File: config.mk
export PLATFORM = sky130hd
export DESIGN_NAME = fetch_unit
export DESIGN_NICKNAME = d
export VERILOG_FILES = /design/src/rtl/core_pkg.sv /design/src/rtl/fetch_fifo.sv /design/src/rtl/fetch_unit.sv
export SDC_FILE = /design/constraint.sdc
export NUM_CORES = 1
export LEC_CHECK = 0
export CORE_MARGIN = 2
export CORE_UTILIZATION = 30
export CTS_BUF_LIST = sky130_fd_sc_hd__clkbuf_8 sky130_fd_sc_hd__clkbuf_16
export DETAILED_ROUTE_END_ITERATION = 7
export SYNTH_ARGS = -nofsm -noshare
export SYNTH_HDL_FRONTEND = slang
export SYNTH_SLANG_ARGS = --single-unit
File: constraint.sdc
create_clock -name i_clk -period 2.06 [get_ports i_clk]
set_input_delay 0.309 -clock i_clk [delete_from_list [all_inputs] [get_ports i_clk]]
set_output_delay 0.309 -clock i_clk [all_outputs]
set_load 0.005 [all_outputs]
File: src/rtl/core_pkg.sv
// core_pkg: shared core constants and the fetch entry record carried
// through the prefetch FIFO.
package core_pkg;

  localparam int          XLEN         = 32;
  localparam logic [31:0] RESET_VECTOR = 32'h8000_0000;
  localparam logic [31:0] NOP_INSTR    = 32'h0000_0013;

  // One buffered fetch result: instruction word, its PC, fault marker.
  typedef struct packed {
    logic [XLEN-1:0] instr;
    logic [XLEN-1:0] pc;
    logic            fault;
  } fetch_entry_t;

  // Build an entry from its fields.
  function automatic fetch_entry_t make_entry(input logic [XLEN-1:0] instr,
                                              input logic [XLEN-1:0] pc,
                                              input logic            fault);
    fetch_entry_t e;
    e.instr = instr;
    e.pc    = pc;
    e.fault = fault;
    return e;
  endfunction

endpackage

File: src/rtl/fetch_fifo.sv
// fetch_fifo: small synchronous FIFO of fetch entries with flush.
// Head entry is presented combinationally; flush wins over push/pop.
module fetch_fifo
  import core_pkg::*;
#(
  parameter int DEPTH = 4
) (
  input  logic                      i_clk,
  input  logic                      i_rst_n,
  input  logic                      i_flush,
  input  logic                      i_push,
  input  fetch_entry_t              i_push_entry,
  input  logic                      i_pop,
  output fetch_entry_t              o_head,
  output logic [$clog2(DEPTH):0]    o_count
);

  localparam int PTR_W = $clog2(DEPTH);
  localparam int CNT_W = PTR_W + 1;

  fetch_entry_t       r_mem [DEPTH];
  logic [PTR_W-1:0]   r_wr_ptr;
  logic [PTR_W-1:0]   r_rd_ptr;
  logic [CNT_W-1:0]   r_count;
  logic               w_pop;

  // A pop on an empty FIFO is ignored so the count can never underflow.
  assign w_pop = i_pop && (r_count != '0);

  // Pointer, count and storage update; entries are cleared on reset so the
  // head reads as zero until the first write.
  always_ff @(posedge i_clk or negedge i_rst_n) begin
    if (!i_rst_n) begin
      r_wr_ptr <= '0;
      r_rd_ptr <= '0;
      r_count  <= '0;
      for (int i = 0; i < DEPTH; i++) begin
        r_mem[i] <= '0;
      end
    end else if (i_flush) begin
      r_wr_ptr <= '0;
      r_rd_ptr <= '0;
      r_count  <= '0;
    end else begin
      if (i_push) begin
        r_mem[r_wr_ptr] <= i_push_entry;
        r_wr_ptr        <= r_wr_ptr + PTR_W'(1);
      end
      if (w_pop) begin
        r_rd_ptr <= r_rd_ptr + PTR_W'(1);
      end
      case ({i_push, w_pop})
        2'b10:   r_count <= r_count + CNT_W'(1);
        2'b01:   r_count <= r_count - CNT_W'(1);
        default: r_count <= r_count;
      endcase
    end
  end

  assign o_head  = r_mem[r_rd_ptr];
  assign o_count = r_count;

endmodule

File: src/rtl/fetch_unit.sv
// fetch_unit: sequential instruction fetch with redirect, feeding a
// prefetch FIFO drained through a valid/ready handshake.
// Optional misaligned-redirect fault marking: FETCH_MISALIGN_CHECK_EN.
module fetch_unit
  import core_pkg::*;
#(
  parameter int          DEPTH    = 4,
  parameter logic [31:0] RESET_PC = RESET_VECTOR,
  parameter int          ADDR_W   = 14
) (
  input  logic              i_clk,
  input  logic              i_rst_n,
  output logic              o_imem_req,
  output logic [ADDR_W-1:0] o_imem_addr,
  input  logic [31:0]       i_imem_rdata,
  input  logic              i_redirect_valid,
  input  logic [31:0]       i_redirect_pc,
  output logic              o_out_valid,
  input  logic              i_out_ready,
  output logic [31:0]       o_out_instr,
  output logic [31:0]       o_out_pc,
  output logic              o_out_fault
);

  localparam int              CNT_W     = $clog2(DEPTH) + 1;
  localparam int              OCC_W     = CNT_W + 1;
  localparam logic [OCC_W-1:0] DEPTH_OCC = OCC_W'(DEPTH);

  logic [31:0]      r_fetch_pc;
  logic [31:0]      r_inflight_pc;
  logic             r_inflight;
  logic [CNT_W-1:0] w_count;
  logic [OCC_W-1:0] w_occupancy;
  logic             w_fault_stall;
  logic             w_inflight_fault;
  logic             w_redirect_misaligned;
  logic             w_push;
  logic             w_pop;
  fetch_entry_t     w_push_entry;
  fetch_entry_t     w_head;

`ifdef FETCH_MISALIGN_CHECK_EN
  logic r_fault_stall;
  logic r_inflight_fault;

  assign w_redirect_misaligned = (i_redirect_pc[1:0] != 2'b00);
  assign w_fault_stall         = r_fault_stall;
  assign w_inflight_fault      = r_inflight_fault;

  // A misaligned redirect parks fetch and schedules one NOP fault entry
  // for the next edge; any later redirect re-evaluates the stall.
  always_ff @(posedge i_clk or negedge i_rst_n) begin
    if (!i_rst_n) begin
      r_fault_stall    <= 1'b0;
      r_inflight_fault <= 1'b0;
    end else if (i_redirect_valid) begin
      r_fault_stall    <= w_redirect_misaligned;
      r_inflight_fault <= w_redirect_misaligned;
    end else begin
      r_inflight_fault <= 1'b0;
    end
  end

  assign o_out_fault = w_head.fault;
`else
  logic w_unused_fault;

  assign w_redirect_misaligned = 1'b0;
  assign w_fault_stall         = 1'b0;
  assign w_inflight_fault      = 1'b0;
  // The fault bit still travels in the entry but is never set here.
  assign w_unused_fault        = w_head.fault;
  assign o_out_fault           = 1'b0;
`endif

  // Slots already promised: buffered entries plus the response on its way.
  assign w_occupancy = {1'b0, w_count} + OCC_W'(r_inflight);

  // Reset gating keeps the request low while rst_n is asserted.
  assign o_imem_req  = i_rst_n && !w_fault_stall && (w_occupancy < DEPTH_OCC);
  assign o_imem_addr = r_fetch_pc[ADDR_W-1:0];

  // Fetch PC and in-flight tracking; a redirect overrides any issue.
  always_ff @(posedge i_clk or negedge i_rst_n) begin
    if (!i_rst_n) begin
      r_fetch_pc    <= RESET_PC;
      r_inflight    <= 1'b0;
      r_inflight_pc <= '0;
    end else if (i_redirect_valid) begin
      r_fetch_pc    <= i_redirect_pc;
      r_inflight    <= w_redirect_misaligned;
      r_inflight_pc <= i_redirect_pc;
    end else if (o_imem_req) begin
      r_fetch_pc    <= r_fetch_pc + 32'd4;
      r_inflight    <= 1'b1;
      r_inflight_pc <= r_fetch_pc;
    end else begin
      r_inflight    <= 1'b0;
    end
  end

  // A response arriving on a redirect edge belongs to the old stream.
  assign w_push       = r_inflight && !i_redirect_valid;
  assign w_pop        = o_out_valid && i_out_ready && !i_redirect_valid;
  assign w_push_entry = make_entry(w_inflight_fault ? NOP_INSTR : i_imem_rdata,
                                   r_inflight_pc, w_inflight_fault);

  fetch_fifo #(
    .DEPTH (DEPTH)
  ) u_fifo (
    .i_clk        (i_clk),
    .i_rst_n      (i_rst_n),
    .i_flush      (i_redirect_valid),
    .i_push       (w_push),
    .i_push_entry (w_push_entry),
    .i_pop        (w_pop),
    .o_head       (w_head),
    .o_count      (w_count)
  );

  assign o_out_valid = (w_count != '0);
  assign o_out_instr = w_head.instr;
  assign o_out_pc    = w_head.pc;

endmodule

Word-level counts from Yosys, hierarchy flattened
Index checks and enable logic that the tools add are counted.
{"block": "op_classes", "magnitude_cmp": 4, "addsub": 6, "bitwise_logic": 3, "eq_ne": 2, "muxes": 18, "n_reduce_logical": 13}
{"operator": "$bwmux 260", "count": 1}
{"operator": "$mux 65", "count": 3}
{"operator": "$bmux 65 s2", "count": 1}
{"operator": "$demux 65 s2", "count": 1}
{"operator": "$mux 32", "count": 4}
{"operator": "$add 32x3->32 const B", "count": 1}
{"operator": "$mux 2", "count": 4}
{"operator": "$ge 3x3->1 const B", "count": 2}
{"operator": "$logic_and 1x1->1", "count": 6}
{"operator": "$not 2->3", "count": 2}
{"operator": "$pmux 3 s2", "count": 1}
{"operator": "$reduce_bool 2->1", "count": 3}
{"operator": "$reduce_bool 3->1", "count": 2}
{"operator": "$add 2x1->2 const B", "count": 2}
{"operator": "$add 3x1->4", "count": 1}
{"operator": "$lt 4x3->1 const B", "count": 1}
{"operator": "$add 3x1->3 const B", "count": 1}
{"operator": "$lt 3x1->1 const B", "count": 1}
{"operator": "$mux 3", "count": 1}
{"operator": "$sub 3x1->3 const B", "count": 1}
{"operator": "$eq 2x1->1 const B", "count": 1}
{"operator": "$eq 2x2->1 const B", "count": 1}
{"operator": "$mux 1", "count": 2}
{"operator": "$reduce_and 2->1", "count": 1}
{"operator": "2 further kinds", "count": 2}
{"block": "totals", "output_inout_bits": 81, "register_bits": 332, "wordCells": 64}

Depth between registers and ports, before layout
Gate-level depths: netlist of the first run.
{"block": "logic_depth", "depth_word": 7, "mapped_depth": 9, "ltp_nobuf": 7}

Hierarchy
From an unflattened synthesis of the first run, not the netlist that was laid out.
{"block": "unflattened", "cells_unflattened": 1044, "hier_area_um2": 15105.7}
{"module": "fetch_fifo", "instances": 1, "area_per_inst_um2": 11710.0, "cells_per_inst": 679, "seq_area_each_um2": 6681.4}
{"module": "fetch_unit", "instances": 1, "area_per_inst_um2": 3395.8, "cells_per_inst": 365, "seq_area_each_um2": 1627.8}

Worst setup path before layout of the first run
Ideal clock, no wire load.
{"block": "synth_timing", "path_type": "input -> register", "from": "input i_redirect_valid", "to": "register u_fifo.r_count[2], in the netlist u_fifo.o_count[2]", "arrival_ps": 2137, "setup_ps": 132, "setup_slack_ps": -209, "path_stages": 9, "required_time_ps": 1928, "cell_sequence": "clkbuf_1 buf_2 clkbuf_1 nor3_1 fa_1 or3_1 nand2_1 xnor2_1 nor2_1"}
{"block": "synth_via", "elab_chain_len": 6}
{"element": "start, declared", "line_no": "fetch_unit.sv:16", "text": "input logic i_redirect_valid,"}
{"element": "$logic_not 1->1", "line_no": "fetch_unit.sv:103, fetch_unit.sv:104"}
{"element": "$logic_and 1x1->1", "line_no": "fetch_unit.sv:104", "text": "assign w_pop = o_out_valid && i_out_ready && !i_redirect_valid;"}
{"element": "$logic_and 1x1->1", "line_no": "fetch_fifo.sv:28", "text": "assign w_pop = i_pop && (r_count != '0);"}
{"element": "$eq 2x1->1 / $eq 2x2->1 (equally long branches)", "line_no": "fetch_fifo.sv:52", "text": "case ({i_push, w_pop})"}
{"element": "$pmux 3 s2", "line_no": "fetch_fifo.sv:52"}
{"element": "$mux 3", "line_no": "fetch_fifo.sv:40", "text": "end else if (i_flush) begin"}
{"element": "end signal, assigned", "line_no": "fetch_fifo.sv:53", "text": "2'b10: r_count <= r_count + CNT_W'(1);"}
{"element": "end signal, assigned", "line_no": "fetch_fifo.sv:54", "text": "2'b01: r_count <= r_count - CNT_W'(1);"}
{"element": "end signal, assigned", "line_no": "fetch_fifo.sv:55", "text": "default: r_count <= r_count;"}
{"element": "end, declared", "line_no": "fetch_fifo.sv:24", "text": "logic [CNT_W-1:0] r_count;"}
Parallel ways exist; a longest one is shown, timed or not.
A chain may end at the register's enable or synchronous reset.

Worst setup path in the final report of the first run
{"block": "layout_timing", "from": "register u_fifo.r_rd_ptr[0]", "to": "output o_out_pc[27]"}
{"block": "layout_via", "elab_chain_len": 4}
{"element": "start, declared", "line_no": "fetch_fifo.sv:23", "text": "logic [PTR_W-1:0] r_rd_ptr;"}
{"element": "start signal, assigned", "line_no": "fetch_fifo.sv:50", "text": "r_rd_ptr <= r_rd_ptr + PTR_W'(1);"}
{"element": "$not 2->3 (not written as such)", "line_no": "fetch_fifo.sv:60", "text": "assign o_head = r_mem[r_rd_ptr];"}
{"element": "$bmux 65 s2", "line_no": "fetch_fifo.sv:60"}
{"element": "$mux 65 (not written as such) (2 in series)", "line_no": "fetch_fifo.sv:60"}
{"element": "end, declared", "line_no": "fetch_unit.sv:21", "text": "output logic [31:0] o_out_pc,"}
Every way passes these cells. The select of a mux whose other input is x is not followed.

==> summary.md, run 1 <==
| Metric | Value |
|---|---|
| Status | `finished with violations` |
| Failing checks | `setup timing` |
| P&R area growth vs syn | `27.5%` |
| Total CTS buffers | `38` |
| Worst Hold Launch | `i_redirect_pc[28]` |
| Routability Congestion | `0.778` |
| Initial antenna violation count | `1` |
| Startpoint Class | `flop` |
| Max-slew violations | `0` |
| Bufs on Longest Clock Path | `3` |
| Sw frac | `0.288` |
| Final Util | `0.385` |
| Worst-margin pin slew | `0.778 ns` |
| Sw power | `6.96 mW` |
| First-pass GRT wire length | `57.5 mm` |
| DR vias | `9,123` |
| CP arrival | `2.19 ns` |
| Largest net degree at the start of global routing | `145` |
| Sequential power share | `0.391` |
| Comb pwr share | `0.350` |
| Crit path max fanout | `6` |
| CTS tree | `built` |
| Pre-CTS setup slack | `-0.366 ns` |
| DP HPWL | `23.9 mm` |
| Post-Syn Instances | `1,022` |
| Yosys reg bits | `328` |
| Final WS setup | `-0.434 ns` |
| Post-Syn Area per Cell | `14.3 um2` |
| Max-cap violations | `0` |
| Post-route DRC | `0` |
| Layout net count | `1,290` |
| Routed vias/inst | `4.89` |
| Inst Count DP | `1,771` |
| Minimum clock period | `2.49 ns` |
| WHS | `0.357 ns` |
| Clock Latency Late Sink | `0.55 ns` |
| Share of the synthesized area in the top cell type | `0.558` |
| CP Class | `reg -> out` |
| Pleak | `8.39 nW` |
| Clock Root Buffer | `clkbuf_16` |
| Post-synth top cells | `327 x dfrtp_1, 261 x mux2_2, 74 x nand2_1` |
| Async S/R FF share, synth | `1.00` |
| Vias in the first global route | `9,985` |
| Clock skew | `0.0230 ns` |
| Setup crit end kind | `output pin` |
| Relative slew margins | `0.481` |
| RSZ-0062 raised after global routing | `true` |
| Drt total wl | `36.3 mm` |
| Share of the yosys chip area belonging to registers | `0.560` |
| CP required | `1.75 ns` |
| Count leader, synth | `dfrtp_1` |
| PD cells | `1290 nW/um2` |
| Worst stage delay on the critical path | `0.51 ns` |
| Non-Filler Instances | `1,867` |
| Pint | `17.2 mW` |
| # rows | `81` |
| Count of different cell masters after synthesis | `52` |
| H-tree depth | `2` |
| Number of flops mapped to enable cells by yosys | `0` |
| Worst r2r src | `u_fifo.o_count[2]` |
| Synth Warn # | `0` |
| Die width | `225 um` |
| Critical path launch point | `u_fifo.r_rd_ptr[0]` |
| 1st-iter DRT viols | `538` |
| Post-synth top flop | `dfrtp_1` |
| GRT overflow | `0` |
| Total GRT Usage | `0.147` |
| Final worst path period share | `1.21` |
| Fmax | `401 MHz` |
| Die Ht | `225 um` |
| Area leader, netlist | `dfrtp_1` |
| Hold Vio Cnt, Final | `0` |
| # setup viols final | `64` |
| Clock sink count | `328` |
| Worst min-delay path category | `in -> reg` |
| DIE AREA | `50,700 um2` |
| Cells along the critical path | `buf_12 > buf_16 > buf_12 > buf_6 > mux4_2 > buf_2` |
| Layout cell share with drive strength beyond 1 | `0.426` |
| Cell mode on critical path | `buf_12` |
| Sum Neg Setup Slack | `-21.05 ns` |
| Port bufs | `147` |
| Core footprint | `48,500 um2` |
| Antenna cells | `0` |
| Clock power frac | `0.259` |
| WL/cell | `19.5 um` |
| TritonRoute pass-1 iters | `4` |
| Slowest stage cell, crit path | `dfrtp_4` |
| Routed Antenna Nets | `0` |
| I/O pins | `149` |
| Net count after synthesis | `1,096` |
| Synth area leaders | `dfrtp_1 56%, mux2_2 20%, mux4_2 9.8%` |
| Mapped Area | `14,700 um2` |
| Initial Utilization | `0.302` |
| Worst vdd ir | `0.505 mV` |
| Reg clk slew, reported paths | `0.06 ns` |
per-layer routing:
metal	track usage	share of wire	up-vias
met3	0.0348	0.047	51
met1	0.197	0.46	4774
met5	0	0.00036	-
li1	-	-	4117
met4	0.0338	0.018	2
met2	0.242	0.48	179
final timing paths:
path | endpoint | slack, ns | cells after the start
min | r_fetch_pc[28] | 0.36 | 3
max in group asynchronous | r_inflight | 0.57 | 5
max reg2reg | u_fifo.o_count[2] | 0.08 | 8
min reg2reg | u_fifo.r_mem[105] | 0.50 | 1
max | o_out_pc[27] | -0.43 | 6
min in group asynchronous | r_fetch_pc[3] | 0.37 | 3
kinds of logic after synthesis:
group | share of synthesized area
DFF | 0.560
other | 0.000256
xor gates and xnor gates | 0.0143
AOI/OAI and AO/OA | 0.0282
buffers and inverters | 0.0289
adders and majority gates | 0.00563
muxes | 0.301
and+or+nand+nor | 0.0620
worst max-delay path: cells and delay by family (launching register included):
kind,cells,cell delay (ns)
DFF,1,0.51
muxes,1,0.43
buffers and inverters,5,0.69
through the flow:
stage          power [mW]  area, um2
6_report             24.2      18700
5_1_grt              25.7      18700
4_1_cts              24.6      18700
3_5_place_dp         18.0      17300
3_3_place_gp         17.7      17300
2_1_floorplan        13.7      14700
what timing repair did:
item | 4_1_cts | 5_1_grt
hold buffers | 1 | 0
pin swaps | 0 | 0
buffers inserted | 25 | 0
gates cloned | 2 | 0
hold endpoints to repair | 40 | 0
resized for setup | 222 | 10
endpoints found under the setup margin | 66 | 104
state kept, by name, indices dropped and copies added (netlist names):
name             cells
u_fifo.r_mem       256
u_fifo.r_rd_ptr      2
r_inflight_pc       32
u_fifo.r_wr_ptr      2
r_fetch_pc          32
u_fifo.o_count       3
r_inflight           1
power groups by stage:
| stage | combinational, mW | clock [mW] | sequential, mW |
|---|---|---|---|
| after floorplan | 4.61 | 0 | 9.12 |
| after global placement | 8.20 | 0 | 9.50 |
| after detailed placement | 8.33 | 0 | 9.62 |
| after CTS | 8.66 | 6.49 | 9.46 |
| after global routing | 9.17 | 6.76 | 9.73 |
| final | 8.46 | 6.27 | 9.46 |
placed cells by master, fill, tap and decap left out, types with 19 or more instances in the layout:
master           instances
buf_2                   19
a31oi_1                 28
nand2_1                 70
clkdlybuf4s50_1         80
a21oi_1                 21
buf_6                   26
mux4_2                  64
mux2_2                 261
buf_12                  25
dfrtp_1                321
dlygate4sd2_1           27
nor2_1                  47
inv_1                   23
clkbuf_16               38
buf_4                   43
layout make-up:
class / count / area (um2)
multi-input cells: 609 / 6080
inverters: 9 / 38.8
clock inverters: 25 / 131
clock buffers: 44 / 1030
well taps: 622 / 778
fillers: 4611 / 29800
flip-flops and latches: 328 / 8220
repair buffers: 230 / 2420
No activity file was read; power rests on OpenSTA's default activity.
==> run 2, diff against run 1 <==
--- a/config.mk
+++ b/config.mk
@@ -6,9 +6,11 @@
 export NUM_CORES = 1
 export LEC_CHECK = 0
 export CORE_MARGIN = 2
-export CORE_UTILIZATION = 30
+export CORE_UTILIZATION = 40
 export CTS_BUF_LIST = sky130_fd_sc_hd__clkbuf_8 sky130_fd_sc_hd__clkbuf_16
 export DETAILED_ROUTE_END_ITERATION = 7
+export MAX_ROUTING_LAYER = met4
+export SLEW_MARGIN = 40
 export SYNTH_ARGS = -nofsm -noshare
 export SYNTH_HDL_FRONTEND = slang
 export SYNTH_SLANG_ARGS = --single-unit
==> run 2 against run 1 <==
The flow still finishes with violations (setup timing); clock skew down 0.010 ns; routed wire length shrank 5.6%; worst setup slack gained 0.081 ns; maximum frequency up 3.3%; sequential share of layout area rose by 0.71 points; worst hold slack got worse by 0.15 ns; final area down 1.6%; clock-buffer cell count rose by 4; register-to-register slack gained 0.02 ns; combinational power fell by 4.0%; global-route usage rose by 4.5 points; critical endpoint is now o_out_instr[10]; largest power group unchanged.
==> summary.md, run 2 (synthesis gave the netlist of run 1 again) <==
| Metric | Value |
|---|---|
| DR vias | `9,008 (-1.3%)` |
| Worst-margin pin slew | `0.734 ns (-0.0440 ns)` |
| Post-route DRC | `0 (unchanged)` |
| Largest regs | `u_fifo.r_mem (256), r_fetch_pc (32), r_inflight_pc (32)` |
| Minimum clock period | `2.41 ns (-0.0808 ns)` |
| Worst r2r src | `r_inflight` |
| Pint | `17.3 mW (+0.26%)` |
| CP arrival | `2.10 ns (-0.09 ns)` |
| Final WS setup | `-0.353 ns (+0.0808 ns)` |
| Critical path launch point | `u_fifo.r_rd_ptr[0]` |
| Max-cap violations | `0 (unchanged)` |
| I/O pins | `149 (unchanged)` |
| # setup viols final | `64 (unchanged)` |
| Final instance area | `18,400 um2 (-1.6%)` |
| CP Class | `reg -> out` |
| Layout net count | `1,288 (-0.16%)` |
| Final worst path period share | `1.17 (-0.0392)` |
| Sequential power share | `0.393 (+0.002)` |
| Routed Antenna Nets | `0 (unchanged)` |
| Largest register FFs | `256 (unchanged)` |
| RSZ-0062 raised after global routing | `true` |
| Startpoint Class | `flop` |
| Core footprint | `36,300 um2 (-25%)` |
| Total power | `24.0 mW (-0.95%)` |
| Vias in the first global route | `9,632 (-3.5%)` |
| Fmax | `414 MHz (+3.3%)` |
| GRT overflow | `0 (unchanged)` |
| TritonRoute pass-1 iters | `4 (unchanged)` |
| WL/cell | `20.1 um (+3.3%)` |
| Sw power | `6.69 mW (-3.9%)` |
| 1st-iter DRT viols | `406 (-25%)` |
| WHS | `0.205 ns (-0.152 ns)` |
| Max-slew violations | `0 (unchanged)` |
| CTS tree | `built` |
| Drt total wl | `34.3 mm (-5.6%)` |
| Port bufs | `147 (unchanged)` |
| Bufs on Longest Clock Path | `3 (unchanged)` |
| Clock sink count | `328 (unchanged)` |
| Clock power frac | `0.268 (+0.009)` |
| Setup crit end kind | `output pin` |
| Worst min-delay path category | `in -> async` |
| Crit path max fanout | `8 (+2)` |
| Comb pwr share | `0.339 (-0.011)` |
| Relative slew margins | `0.510 (+0.0283)` |
| Pleak | `8.33 nW (-0.69%)` |
| Die width | `195 um (-13%)` |
| Die Ht | `195 um (-13%)` |
| Most frequent cells in the layout | `322 x dfrtp_1, 261 x mux2_2, 80 x clkdlybuf4s50_1` |
| Worst vdd ir | `0.605 mV (+20%)` |
| Clock Latency Late Sink | `0.50 ns (-0.05 ns)` |
| Total GRT Usage | `0.192 (+0.0448)` |
| Total CTS buffers | `37 (-2.6%)` |
| Largest net degree at the start of global routing | `139 (-4.1%)` |
| DP HPWL | `22.3 mm (-6.6%)` |
| Status | `finished with violations` |
| Reg clk slew, reported paths | `0.06 ns (about the same)` |
| CP required | `1.75 ns (about the same)` |
| Initial Utilization | `0.403 (+0.101)` |
| Failing checks | `setup timing` |
| Routed vias/inst | `5.28 (+8.1%)` |
| Clock Root Buffer | `clkbuf_16` |
| Placed inst area | `17,100 um2 (-0.75%)` |
| Largest Register | `u_fifo.r_mem` |
| Commonest non-fill, non-tap cell in the layout | `dfrtp_1` |
| PD cells | `1300 nW/um2 (+0.66%)` |
| Initial antenna violation count | `1 (unchanged)` |
| Hold Vio Cnt, Final | `0 (unchanged)` |
| Clock skew | `0.0130 ns (-0.0100 ns)` |
| DIE AREA | `38,200 um2 (-25%)` |
| # rows | `70 (-14%)` |
| H-tree depth | `2 (unchanged)` |
| First-pass GRT wire length | `55.9 mm (-2.8%)` |
| Routability Congestion | `0.794 (+2.1%)` |
| P&R area growth vs syn | `25.5%` |
| Sw frac | `0.279 (-0.00865)` |
| Layout cell share with drive strength beyond 1 | `0.446 (+0.0205)` |
run 2: cell types whose count changed in the layout (fill, tap and decap cells not counted), moves of 4 or more:
cell,before,now
buf_2,19,48
inv_6,4,0
clkbuf_8,6,11
inv_1,23,16
dlygate4sd2_1,27,1
run 2: final timing paths:
| check | to | slack (ns) | cells after the start |
|---|---|---|---|
| setup reg to reg | u_fifo.r_mem[55] | 0.10 | 4 |
| setup / recovery | o_out_instr[10] | -0.35 | 6 |
| hold / removal | u_fifo.r_wr_ptr[0] | 0.20 | 2 |
| max in group asynchronous | u_fifo.r_mem[83] | 0.50 | 5 |
| hold reg to reg | u_fifo.r_mem[32] | 0.50 | 1 |
| min in group i_clk | r_fetch_pc[7] | 0.42 | 3 |
run 2: worst max-delay path: stages (launching register included):
cell and delay (ns):
dfrtp_4 0.49, buf_12 0.14, buf_12 0.13, buf_12 0.14
buf_6 0.12, mux4_2 0.43, buf_2 0.15
run 2: timing repair:
action,in CTS,in global routing
hold buffers,1,0
endpoints found under the hold margin,22,0
setup buffers,25,1
endpoints found under the setup margin,66,129
gates cloned,2,0
resized for setup,291,21
run 2: routing by layer:
metal,vias up,global-route usage,routed length [um]
li1,4118,-,-
met1,4668,0.269,16200
met2,173,0.298,16100
met3,49,0.0294,1380
met4,0,0.0430,589
met5,-,-,0
run 2: power groups by stage:
stage	Clock [mW]	Sequential [mW]	Combinational (mW)
2_1_floorplan	0	9.12	4.61
6_report	6.41	9.42	8.12
3_3_place_gp	0	9.46	8.26
3_5_place_dp	0	9.54	8.37
4_1_cts	6.59	9.41	8.28
5_1_grt	6.91	9.68	8.81
run 2: stage by stage:
stage	instances	setup WS [ns]	setup TNS, ns	util
3_3_place_gp	1622	-0.217	-38.17	0.471
2_1_floorplan	1022	0.0479	0	-
5_1_grt	1706	-0.401	-17.48	0.506
6_report	1706	-0.353	-13.93	0.506
4_1_cts	1709	-0.378	-17.74	0.506
3_5_place_dp	1622	-0.283	-53.68	0.471
run 2: final cells by class:
| type | count | area, um2 |
|---|---|---|
| Tap cell | 468 | 586 |
| Timing Repair Buffer | 229 | 2280 |
| Antenna cell | 1 | 2.50 |
| Fill cell | 3174 | 17900 |
| Sequential cell | 328 | 8220 |
| Clock inverter | 14 | 109 |
| Inverter | 9 | 38.8 |
| Clock buffer | 48 | 1080 |
| Multi-Input combinational cell | 609 | 6080 |
==> run 3, diff against run 2 <==
--- a/config.mk
+++ b/config.mk
@@ -8,6 +8,7 @@
 export CORE_MARGIN = 2
 export CORE_UTILIZATION = 40
 export CTS_BUF_LIST = sky130_fd_sc_hd__clkbuf_8 sky130_fd_sc_hd__clkbuf_16
+export CTS_CLUSTER_DIAMETER = 50
 export DETAILED_ROUTE_END_ITERATION = 7
 export MAX_ROUTING_LAYER = met4
 export SLEW_MARGIN = 40
==> constraint.sdc (replaced) <==
create_clock -name i_clk -period 2.6 [get_ports i_clk]
set_input_delay 0.39 -clock i_clk [delete_from_list [all_inputs] [get_ports i_clk]]
set_output_delay 0.39 -clock i_clk [all_outputs]
set_load 0.005 [all_outputs]
==> run 3 against run 2 <==
The flow now finishes without violations; first-iteration DRC count up 9.6%; via count down 0.29%; sequential power down 20%; combinational power down 29%; critical path depth down 3; clock skew up 0.011 ns; worst setup slack better by 0.43 ns; routed wire length down 1.1%; utilization down 0.75 points; final area down 1.5%; critical path type unchanged; largest cell class unchanged; highest routed layer unchanged.
==> summary.md, run 3 (synthesis gave the netlist of run 1 again) <==
| Metric | Value |
|---|---|
| Reg clk slew, reported paths | `0.06 ns (about the same)` |
| Fmax | `396 MHz` |
| Grt peak-use layer | `met2` |
| Layout net count | `1,242 (-3.6%)` |
| Largest register FFs | `256 (unchanged)` |
| CP Depth | `3 (-3)` |
| PD cells | `1040 nW/um2 (-20%)` |
| Most frequent cells in the layout | `325 x dfrtp_1, 261 x mux2_2, 84 x clkdlybuf4s50_1` |
| Initial Utilization | `0.403 (unchanged)` |
| Slowest stage cell, crit path | `dfrtp_4` |
| CP required | `2.21 ns (+0.46 ns)` |
| Commonest non-fill, non-tap cell in the layout | `dfrtp_1` |
| Met2 Usage GRT | `0.296 (-0.00238)` |
| Worst R2R End | `u_fifo.o_count[2]` |
| Grt met1 use | `0.253 (-0.0153)` |
| Routed Antenna Nets | `0 (unchanged)` |
| DR vias | `8,982 (-0.29%)` |
| DIE AREA | `38,200 um2 (unchanged)` |
| Clock sink count | `328 (unchanged)` |
| Layout cell share with drive strength beyond 1 | `0.368 (-0.0784)` |
| # setup viols final | `0 (-100%)` |
| Startpoint Class | `flop` |
| Largest net degree at the start of global routing | `103 (-26%)` |
| Crit path max fanout | `5 (-3)` |
| WL/cell | `20.3 um (+1.1%)` |
| Bufs on Longest Clock Path | `3 (unchanged)` |
| Worst vdd ir | `0.534 mV (-12%)` |
| Max-slew violations | `0 (unchanged)` |
| Worst min-delay path category | `in -> async` |
| Pre-CTS setup slack | `0.0991 ns (+0.382 ns)` |
| Status | `finished clean` |
| I/O pins | `149 (unchanged)` |
| Total CTS buffers | `41 (+11%)` |
| H-tree depth | `2 (unchanged)` |
| RSZ-0062 raised after global routing | `false` |
| First-pass GRT wire length | `54.5 mm (-2.5%)` |
| Minimum clock period | `2.53 ns` |
| Worst r2r src | `u_fifo.o_count[1]` |
| Die width | `195 um (unchanged)` |
| CTS tree | `built` |
| Worst Path Buf+Inv | `2 (-3)` |
| DP HPWL | `21.2 mm (-4.9%)` |
| Clock Latency Late Sink | `0.54 ns (+0.04 ns)` |
| Relative slew margins | `0.509 (about the same)` |
| Largest Register | `u_fifo.r_mem` |
| Sum Neg Setup Slack | `0 ns (+13.93 ns)` |
| WHS | `0.294 ns (+0.0896 ns)` |
| Die Ht | `195 um (unchanged)` |
| Worst R2R Path Depth | `7 (+3)` |
| Initial antenna violation count | `2 (+1)` |
| Largest regs | `u_fifo.r_mem (256), r_fetch_pc (32), r_inflight_pc (32)` |
| Hold Vio Cnt, Final | `0 (unchanged)` |
| Drt total wl | `33.9 mm (-1.1%)` |
| Routed vias/inst | `5.38 (+1.9%)` |
| Worst stage delay on the critical path | `0.50 ns (about the same)` |
| Clock skew | `0.0241 ns (+0.0111 ns)` |
| Critical path launch point | `u_fifo.r_rd_ptr[0]` |
| # rows | `70 (unchanged)` |
| Met3 usage | `0.0344 (+0.00501)` |
| Final WS setup | `0.0749 ns (+0.428 ns)` |
| Clock Root Buffer | `clkbuf_16` |
| Max-cap violations | `0 (unchanged)` |
| CP arrival | `2.14 ns (+0.04 ns)` |
| Port bufs | `147 (unchanged)` |
| Total GRT Usage | `0.187 (-0.00461)` |
| Core footprint | `36,300 um2 (unchanged)` |
| R2R Setup Slk | `0.29 ns (+0.19 ns)` |
| Cells along the critical path | `buf_6 > mux4_2 > clkdlybuf4s50_1` |
| Final worst path period share | `0.971` |
| Placed inst area | `16,800 um2 (-2.0%)` |
| Final instance area | `18,100 um2 (-1.5%)` |
| Routability Congestion | `0.790 (-0.54%)` |
| 1st-iter DRT viols | `445 (+9.6%)` |
| CP top delay family | `buffers and inverters` |
| Post-route DRC | `0 (unchanged)` |
| CP Class | `reg -> out` |
| Vias in the first global route | `9,412 (-2.3%)` |
| P&R area growth vs syn | `23.6%` |
| Pleak | `8.16 nW (-2.1%)` |
| Critical Path Sink | `o_out_instr[29]` |
| TritonRoute pass-1 iters | `5 (+1)` |
| GRT overflow | `0 (unchanged)` |
| Worst-margin pin slew | `0.734 ns (+0.000329 ns)` |
| Setup crit end kind | `output pin` |
## run 3: cell count changes in the layout (fill, tap and decap cells not counted), moves of 8 or more
cell | previous run | this run
dlygate4sd2_1 | 1 | 52
buf_12 | 26 | 14
clkdlybuf4s15_1 | 1 | 9
buf_6 | 25 | 2
buf_2 | 48 | 0
buf_4 | 41 | 13
## run 3: final cells by class
class / instances / area [um2]
tap: 468 / 586
fill: 3160 / 18200
timing repair buffer: 179 / 1880
antenna: 2 / 5.00
inverter: 9 / 33.8
multi-input combinational: 609 / 6060
clock inverter: 25 / 191
sequential: 328 / 8210
clock buffer: 49 / 1160
## run 3: stage by stage
stage,total power [mW],instances,utilization
2_1_floorplan,10.9,1022,-
3_3_place_gp,13.8,1589,0.461
3_5_place_dp,13.9,1590,0.462
4_1_cts,19.1,1667,0.498
5_1_grt,19.9,1669,0.499
6_report,18.8,1669,0.499
## run 3: worst min-delay path by stage
stage	startpoint	endpoint	slack [ns]	cells after the start
after floorplan	i_rst_n	r_fetch_pc[0]	0.09	0
after global placement	i_rst_n	u_fifo.r_mem[241]	0.23	1
after detailed placement	i_rst_n	u_fifo.r_mem[241]	0.24	1
after CTS	i_rst_n	u_fifo.r_mem[241]	0.27	2
after global routing	i_rst_n	u_fifo.r_mem[46]	0.29	2
final	i_rst_n	u_fifo.r_mem[241]	0.29	2
## run 3: routing by layer
layer	vias to the layer above	routed length, um
li1	4028	-
met1	4720	15700
met2	181	16200
met5	-	0
met4	0	523
met3	53	1440
## run 3: worst register-to-register path: cells and delay by family, from the launching register on
kind | cells | cell delay (ns)
DFF | 1 | 0.45
AOI/OAI and AO/OA | 1 | 0.60
xor gates and xnor gates | 1 | 0.11
adders and majority gates | 1 | 0.40
and+or+nand+nor | 4 | 0.64
## run 3: repair_timing
item | 4_1_cts | 5_1_grt
setup buffers | 2 | 0
hold endpoints to repair | 13 | 0
gates cloned | 0 | 0
gates resized for setup | 64 | 10
hold buffers | 1 | 0
endpoints found under the setup margin | 62 | 10
## run 3: power breakdown
group          internal [mW]  switching [mW]  leakage, nW
clock                   3.37            2.18        0.703
sequential              6.60           0.895         4.15
combinational           3.57            2.20         3.30
total                   13.5            5.27         8.16
